[config.mk]
export PLATFORM = sky130hd
export DESIGN_NAME = instr_rx
export DESIGN_NICKNAME = d
export VERILOG_FILES = /design/src/rtl/instr_rx.sv
export SDC_FILE = /design/constraint.sdc
export NUM_CORES = 1
export LEC_CHECK = 0
export CAP_MARGIN = 10
export CORE_AREA = 2 2 70 72
export CTS_CLUSTER_DIAMETER = 100
export CTS_CLUSTER_SIZE = 25
export DETAILED_ROUTE_END_ITERATION = 16
export DIE_AREA = 0 0 72 74
export PLACE_DENSITY = 0.65
export REMOVE_ABC_BUFFERS = 1
export SYNTH_ARGS = -nofsm -noshare
export SYNTH_HDL_FRONTEND = slang
export SYNTH_SLANG_ARGS = --single-unit
[constraint.sdc]
create_clock -name clk -period 2.5 [get_ports clk]
set_clock_uncertainty 0.1 [all_clocks]
set_input_delay 0.5 -clock clk [delete_from_list [all_inputs] [get_ports clk]]
set_output_delay 0.5 -clock clk [all_outputs]
set_load 0.05 [all_outputs]
[src/rtl/instr_rx.sv]
// instr_rx: 8N1 UART receiver assembling two bytes (low first) into a 16-bit instruction word
module instr_rx #(
  parameter int CLKS_PER_BIT = 217
) (
  input  logic        clk,
  input  logic        rst,
  input  logic        i_rx_serial,
  output logic        o_rx_dv,
  output logic [15:0] o_rx_instr
);
  localparam int CW = $clog2(CLKS_PER_BIT);
  typedef enum logic [2:0] {IDLE, START, DATA, STOP, CLEANUP} state_t;
  state_t state, state_n;
  logic [1:0] sync;
  logic rx_s;
  logic [CW-1:0] clk_cnt, cnt_n;
  logic [2:0] bit_idx, idx_n;
  logic [7:0] rx_byte, byte_n, low_reg, low_n;
  logic byte_ptr, ptr_n, dv_n;
  logic [15:0] instr_n;
  logic half, last;
  assign rx_s = sync[1];
  assign half = clk_cnt == CW'((CLKS_PER_BIT - 1) / 2);
  assign last = clk_cnt == CW'(CLKS_PER_BIT - 1);
  always_ff @(posedge clk or posedge rst)
    if (rst) sync <= 2'b11;
    else sync <= {sync[0], i_rx_serial};
  always_ff @(posedge clk or posedge rst)
    if (rst) begin
      state      <= IDLE;
      clk_cnt    <= '0;
      bit_idx    <= '0;
      rx_byte    <= '0;
      low_reg    <= '0;
      byte_ptr   <= 1'b0;
      o_rx_dv    <= 1'b0;
      o_rx_instr <= '0;
    end else begin
      state      <= state_n;
      clk_cnt    <= cnt_n;
      bit_idx    <= idx_n;
      rx_byte    <= byte_n;
      low_reg    <= low_n;
      byte_ptr   <= ptr_n;
      o_rx_dv    <= dv_n;
      o_rx_instr <= instr_n;
    end
  always_comb begin
    state_n = state;
    cnt_n   = clk_cnt + CW'(1);
    idx_n   = bit_idx;
    byte_n  = rx_byte;
    low_n   = low_reg;
    ptr_n   = byte_ptr;
    dv_n    = 1'b0;
    instr_n = o_rx_instr;
    case (state)
      IDLE: begin
        cnt_n   = '0;
        idx_n   = '0;
        state_n = rx_s ? IDLE : START;
      end
      START:
        if (half) begin
          cnt_n   = '0;
          state_n = rx_s ? IDLE : DATA;
        end
      DATA:
        if (last) begin
          cnt_n           = '0;
          byte_n[bit_idx] = rx_s;
          idx_n           = bit_idx + 3'd1;
          state_n         = bit_idx == 3'd7 ? STOP : DATA;
        end
      STOP:
        if (last) begin
          cnt_n   = '0;
          state_n = CLEANUP;
          ptr_n   = rx_s & ~byte_ptr;
          low_n   = rx_s & ~byte_ptr ? rx_byte : low_reg;
          dv_n    = rx_s & byte_ptr;
          instr_n = rx_s & byte_ptr ? {rx_byte, low_reg} : o_rx_instr;
        end
      default: begin
        cnt_n   = '0;
        state_n = IDLE;
      end
    endcase
  end
endmodule

After elaboration in Yosys (flattened, before gate mapping). Index checks and enable logic that the tools add are counted.

Flip-flop bits (word level): 50. Output and inout bits: 17. Logic and storage cells: 52.

$add $sub $neg: 2. Magnitude comparators: 2. Equality and inequality tests: 9. Mux-type cells: 17. Bitwise logic cells: 3. Reduce and logical (&&, ||, !) cells: 10.

Operator list (count): $mux W8 (2); $pmux W8 S2 (1); $mux W3 (4); $pmux W3 S4 (1); $reduce_and A3 Y1 (3); $add A8 B1 Y8 const B (1); $bwmux W8 (1); $eq A8 B7 Y1 const B (1); $eq A8 B8 Y1 const B (1); $eq A3 B2 Y1 const B (2); $ne A2 B2 Y1 const B (3); $pmux W3 S2 (1); $reduce_and A2 Y1 (3); $mux W1 (5); $lt A3 B4 Y1 const B (1); $add A3 B1 Y3 const B (1); $demux W1 S3 (1); $eq A3 B1 Y1 const B (1); $eq A3 B3 Y1 const B (1); $ge A3 B1 Y1 const B (1); $logic_not A3 Y1 (1); $and A1 B1 Y1 (2); $mux W2 (1); $reduce_bool A2 Y1 (1); 3 further kinds (3).

Longest topological paths before layout.
Depth after elaboration: 5. Depth in mapped cells: 7.

Worst setup path after synthesis. OpenSTA, ideal clock, no wires.

Path kind: register -> register. Start point: reg clk_cnt[0]. End point: reg o_rx_instr[0]. Setup time: 0.125 ns. Arrival: 1.875 ns. Path slack: 0.400 ns. Cell stages (with the launch flop): 8. Path buffers: 1. Clock period less this slack: 2.100 ns. Cells stage by stage: dfrtp_1 inv_1 ha_1 and3_2 nand2_4 nor4_4 buf_4 mux2_2.

Word-level cells in the longest chain between the ends: 2.

Ends and longest elaborated chain: start, declared (line 16) `logic [CW-1:0] clk_cnt, cnt_n;`; start signal, assigned (line 40) `clk_cnt <= cnt_n;`; $eq A8 B8 Y1 (line 24) `assign last = clk_cnt == CW'(CLKS_PER_BIT - 1);`; $reduce_and A3 Y1 (no line); end signal, assigned (line 46) `o_rx_instr <= instr_n;`; end, declared (line 9) `output logic [15:0] o_rx_instr`.

No other way between the ends. A chain may end at the register's enable or synchronous reset.

Final worst setup path.
Start point: reg clk_cnt[0]. End point: reg low_reg[1].

Word-level cells in the longest chain between the ends: 2.

Ends and longest elaborated chain: $eq A8 B8 Y1 (line 24); $reduce_and A3 Y1 (no line); end signal, assigned (line 43) `low_reg <= low_n;`; end, declared (line 18) `logic [7:0] rx_byte, byte_n, low_reg, low_n;`.

No other way between the ends.

==> impl_metrics.json <==
{
  "setup_tns_ps": 0,
  "worstPathRequired_ps": 2580,
  "arrival_ps": 2250,
  "grt_max_degree": 51,
  "drive_gt1_frac": 0.286,
  "antenna_found_initial": 0,
  "cts_tree": "built",
  "end_kind": "flip-flop",
  "ys_seq_area_frac": 0.572,
  "cts-root-buf": "clkbuf_8",
  "grt.total_usage": 0.156,
  "fillerInstances": 377,
  "finalCritPeriodShare": 0.868,
  "synth_common_cells": "48 x dfrtp_1, 25 x mux2_2, 13 x nor2_1, 8 x mux2_4, 7 x nand3_1",
  "cap_violations": 0,
  "multi_input_area_um2": 876,
  "synth_edf_count": 0,
  "slew_violations": 0,
  "ir_drop_mv": 0.344,
  "yosysMostFrequentCell": "dfrtp_1",
  "power.density_nw_per_um2": 521,
  "placed_cell_area_um2": 2430,
  "rrSetupSlack_ps": 330,
  "fin_area_um2": 2520,
  "final_nets": 191,
  "synth_area_leaders": "dfrtp_1 55%, mux2_2 13%, mux2_4 5.5%, dfstp_2 2.4%, ha_1 2.3%",
  "seqCellArea_um2": 1250,
  "drtIter0Drc": 65,
  "die_y_um": 74,
  "yosysWarnings": 0,
  "htreeDepth": 2,
  "status": "finished, final reports clean",
  "largest-register": "o_rx_instr",
  "fmax_mhz": 461,
  "async_flop_share": 1.00,
  "clock-sinks": 50,
  "grt.overflow.total": 0,
  "start_kind": "flip-flop",
  "min_period_ps": 2170,
  "yosys.cell_types.count": 37,
  "syn2layout_area_growth_pct": 15.2,
  "rows": 25,
  "numPortBuffers": 19,
  "hold_path.class": "flip-flop to flip-flop",
  "die_w_um": 72,
  "p_leak_nw": 1.22,
  "drt_drc_violations_left": 0,
  "yosys.area.top_type_share": 0.548,
  "initial_core_util": 0.476,
  "hpwl_um": 2400,
  "ys.flop_type": "dfrtp_1",
  "cts_resized": 0,
  "relSlewSlack": 0.587,
  "path_class": "flip-flop to flip-flop",
  "numCtsBuffers": 5,
  "drt_first_pass_iters": 4,
  "post_cts_buffers": 0,
  "grt_pass1_vias": 1352,
  "tightest_slew_ps": 619,
  "setup_viol": 0,
  "hold_viol_final": 0,
  "num_vias": 1296,
  "clkTransAtPathRegs_ps": 80,
  "post_drt_wl_per_cell_um": 14.8,
  "antenna_left": 0,
  "core_um2": 4600,
  "hold_buffers": 0,
  "place.gp.congestion": 0.749,
  "avgSynthCellArea_um2": 13.4,
  "synth_cells": 163,
  "dieArea_um2": 5330,
  "antenna_cells": 0,
  "ys_ff_latch": 50,
  "rsz0062_at_grt": "false",
  "drt_wl_total_um": 3530,
  "synth_area_leader_cell": "dfrtp_1",
  "grt_pass1_wl_um": 6390,
  "worstPathMaxFanout": 9,
  "largest_reg_flops": 16,
  "clk_latency_ps": 290,
  "clockBufferDepth": 2,
  "ios": 20,
  "syn_area_um2": 2190,
  "vias_per_cell": 5.42
}
[path summary, 6_finish.rpt]
kind	from	end	cells after the start
worst max-delay path	clk_cnt[0]	low_reg[1]	6
worst min-delay path	sync[0]	sync[1]	0
worst max register to register	clk_cnt[0]	low_reg[1]	6
worst min register to register	sync[0]	sync[1]	0
max in group asynchronous	rst	low_reg[6]	3
min in group asynchronous	rst	o_rx_dv	3
[cells in the final DEF (no fill, tap or decap), types with 2 or more instances in the layout]
cell type,count
clkbuf_8,6
and4bb_2,2
nor2_1,13
ha_1,4
mux2_2,25
a22o_1,2
xor2_1,5
nand2_1,3
a31oi_1,3
buf_4,3
nand4b_1,3
nor4bb_1,2
mux2_4,8
and3_1,3
nor3_1,2
inv_1,4
dfstp_2,2
a211o_1,2
o21ai_0,2
dfrtp_1,48
nand3_1,7
clkdlybuf4s50_1,19
[where the power goes]
group	internal, mW	switching (mW)
combinational	0.00479	0.0161
sequential	0.811	0.00310
clock	0.223	0.258
total	1.04	0.277
[kinds of logic after synthesis]
| kind of cell | Yosys count | synth area share |
|---|---|---|
| buf+inv | 13 | 0.0280 |
| simple gates | 45 | 0.133 |
| xor+xnor | 6 | 0.0240 |
| fa+ha+maj | 4 | 0.0228 |
| compound gates | 12 | 0.0371 |
| mux | 33 | 0.183 |
| flops | 50 | 0.572 |
[cell type report]
| type | instances | area share |
|---|---|---|
| repair buffers | 22 | 0.0843 |
| inverters | 5 | 0.00744 |
| clock inverters | 2 | 0.00496 |
| multi-input cells | 100 | 0.347 |
| well taps | 54 | 0.0268 |
| clock buffers | 6 | 0.0327 |
| flip-flops and latches | 50 | 0.497 |
[routing by layer]
layer	track usage	up-vias	routed length (um)
li1	-	617	-
met1	0.205	655	1650
met2	0.251	20	1730
met3	0.0352	4	102
met4	0.0671	0	46
met5	0	-	0
[critical path, stage by stage (launching register included)]
cell	delay, ps
dfrtp_1	440
inv_1	80
ha_1	150
and3_2	220
nand2_4	90
or4_4	640
mux2_4	340
[per-stage QoR]
stage | setup WS (ps) | std cells | utilization | total power, mW | hold slack, ps
after floorplan | 302 | 155 | - | 0.842 | 245
after global placement | 369 | 231 | 0.528 | 0.852 | 247
after detailed placement | 330 | 231 | 0.528 | 0.853 | 247
after CTS | 311 | 239 | 0.549 | 1.33 | 260
after global routing | 234 | 239 | 0.549 | 1.37 | 265
final | 329 | 239 | 0.549 | 1.32 | 259
No activity file was read; power rests on OpenSTA's default activity.
==> patch, RTL diff (config.mk and constraints unchanged) <==
Take the reset off `rx_byte` and `o_rx_instr` and load them in a clocked block of their own.
--- a/src/rtl/instr_rx.sv
+++ b/src/rtl/instr_rx.sv
@@ -30,21 +30,22 @@
       state      <= IDLE;
       clk_cnt    <= '0;
       bit_idx    <= '0;
-      rx_byte    <= '0;
       low_reg    <= '0;
       byte_ptr   <= 1'b0;
       o_rx_dv    <= 1'b0;
-      o_rx_instr <= '0;
     end else begin
       state      <= state_n;
       clk_cnt    <= cnt_n;
       bit_idx    <= idx_n;
-      rx_byte    <= byte_n;
       low_reg    <= low_n;
       byte_ptr   <= ptr_n;
       o_rx_dv    <= dv_n;
-      o_rx_instr <= instr_n;
     end
+
+  always_ff @(posedge clk) begin
+    rx_byte    <= byte_n;
+    o_rx_instr <= instr_n;
+  end
   always_comb begin
     state_n = state;
     cnt_n   = clk_cnt + CW'(1);
Behaviour: no difference found for any inputs over 10 cycles, from zero or initial values and one cycle with rst high; that may be too few to reach the edited logic, so the function may still have changed.
==> patch against the original RTL <==
  * Sequential share of layout area grew 8.4 points
  * Synthesized cell count shrank 15%
  * Total power grew 9.3%
  * Final area shrank 6.2%
  * First-iteration DRC count shrank 42%
  * Sequential cell count is the same
  * Non-clock buffer count is the same
  * Routed wire length shrank 15%
  * Worst setup slack lost 0.15 ns
  * Cell count shrank 8.4%
  * Area after synthesis shrank 9.4%
  * Count of clock-buffer cells in the layout shrank 1
==> patch: results (changes against the original RTL) <==
Status
  – Outcome: finished, final reports clean (unchanged)

Place
  – Pre-CTS setup slack: 0.202 ns (was 0.330 ns)
  – Dpl cells: 211 (was 231)

GRT
  – M2 GR Usage: 0.228 (was 0.251)
  – Gr usage total: 0.129 (was 0.156)
  – Met3 Track Usage GR: 0.0393 (was 0.0352)
  – Vias in the first global route: 1,179 (was 1,352)

Yosys
  – Post-synthesis xor/xnor area fraction: 0.0265 (was 0.0240)
  – Post-synth top cells: dfrtp_1 (24), edfxtp_1 (24), nor2_1 (18), nand3_1 (10), mux2_2 (8) (was dfrtp_1 (48), mux2_2 (25), nor2_1 (13), mux2_4 (8), nand3_1 (7))
  – Syn avg cell area: 14.4 um^2 (was 13.4 um^2)
  – EDFF count, synth: 24 (was 0)
  – Compound-Gate Fraction of Synth Area: 0.0410 (was 0.0371)
  – Share of synthesized cell area in full adder, half adder and majority cells: 0.0252 (was 0.0228)
  – Dominant synthesized flop cell: edfxtp_1 (was dfrtp_1)

Route
  – Detail Route met3 WL: 117 um (was 102 um)

Worst setup path
  – CP max stage delay: 0.58 ns (was 0.64 ns)
  – Worst EP arrival: 2.22 ns (was 2.25 ns)
  – Worst path slowest cell: or4b_1 (was or4_4)

Finish
  – Fill cells: 393 (was 377)
  – Fraction of area in multi-input gates: 0.247 (was 0.347)
  – Final instance area: 2370 um^2 (was 2520 um^2)
  – Non-clk buf share: 0.0899 (was 0.0843)

Pwr
  – Switching part of the total: 0.190 (was 0.211)
  – Combinational share of power: 0.009 (was 0.016)

Timing
  – Slew margin rel.: 0.656 (was 0.587)
## patch: changes by cell type after synthesis, sizes merged, moves of 3 or more
cell / change
clkbuf: -3
dfrtp: -24
edfxtp: +24
mux2: -25
nand2b: +3
nand3: +3
nor2: +5
## patch: final timing paths
| kind | to | depth (start not counted) | slack [ns] | from |
|---|---|---|---|---|
| worst max register to register | rx_byte[0]$_DFFE_PP_ | 6 | 0.18 | clk_cnt[0]$_DFF_PP0_ |
| max in group asynchronous | low_reg[5]$_DFFE_PP0P_ | 3 | 1.31 | rst |
| min in group asynchronous | o_rx_dv$_DFF_PP0_ | 2 | 0.42 | rst |
| worst min register to register | sync[1]$_DFF_PP1_ | 0 | 0.26 | sync[0]$_DFF_PP1_ |
| worst min-delay path | sync[1]$_DFF_PP1_ | 0 | 0.26 | sync[0]$_DFF_PP1_ |
| worst max-delay path | rx_byte[0]$_DFFE_PP_ | 6 | 0.18 | clk_cnt[0]$_DFF_PP0_ |
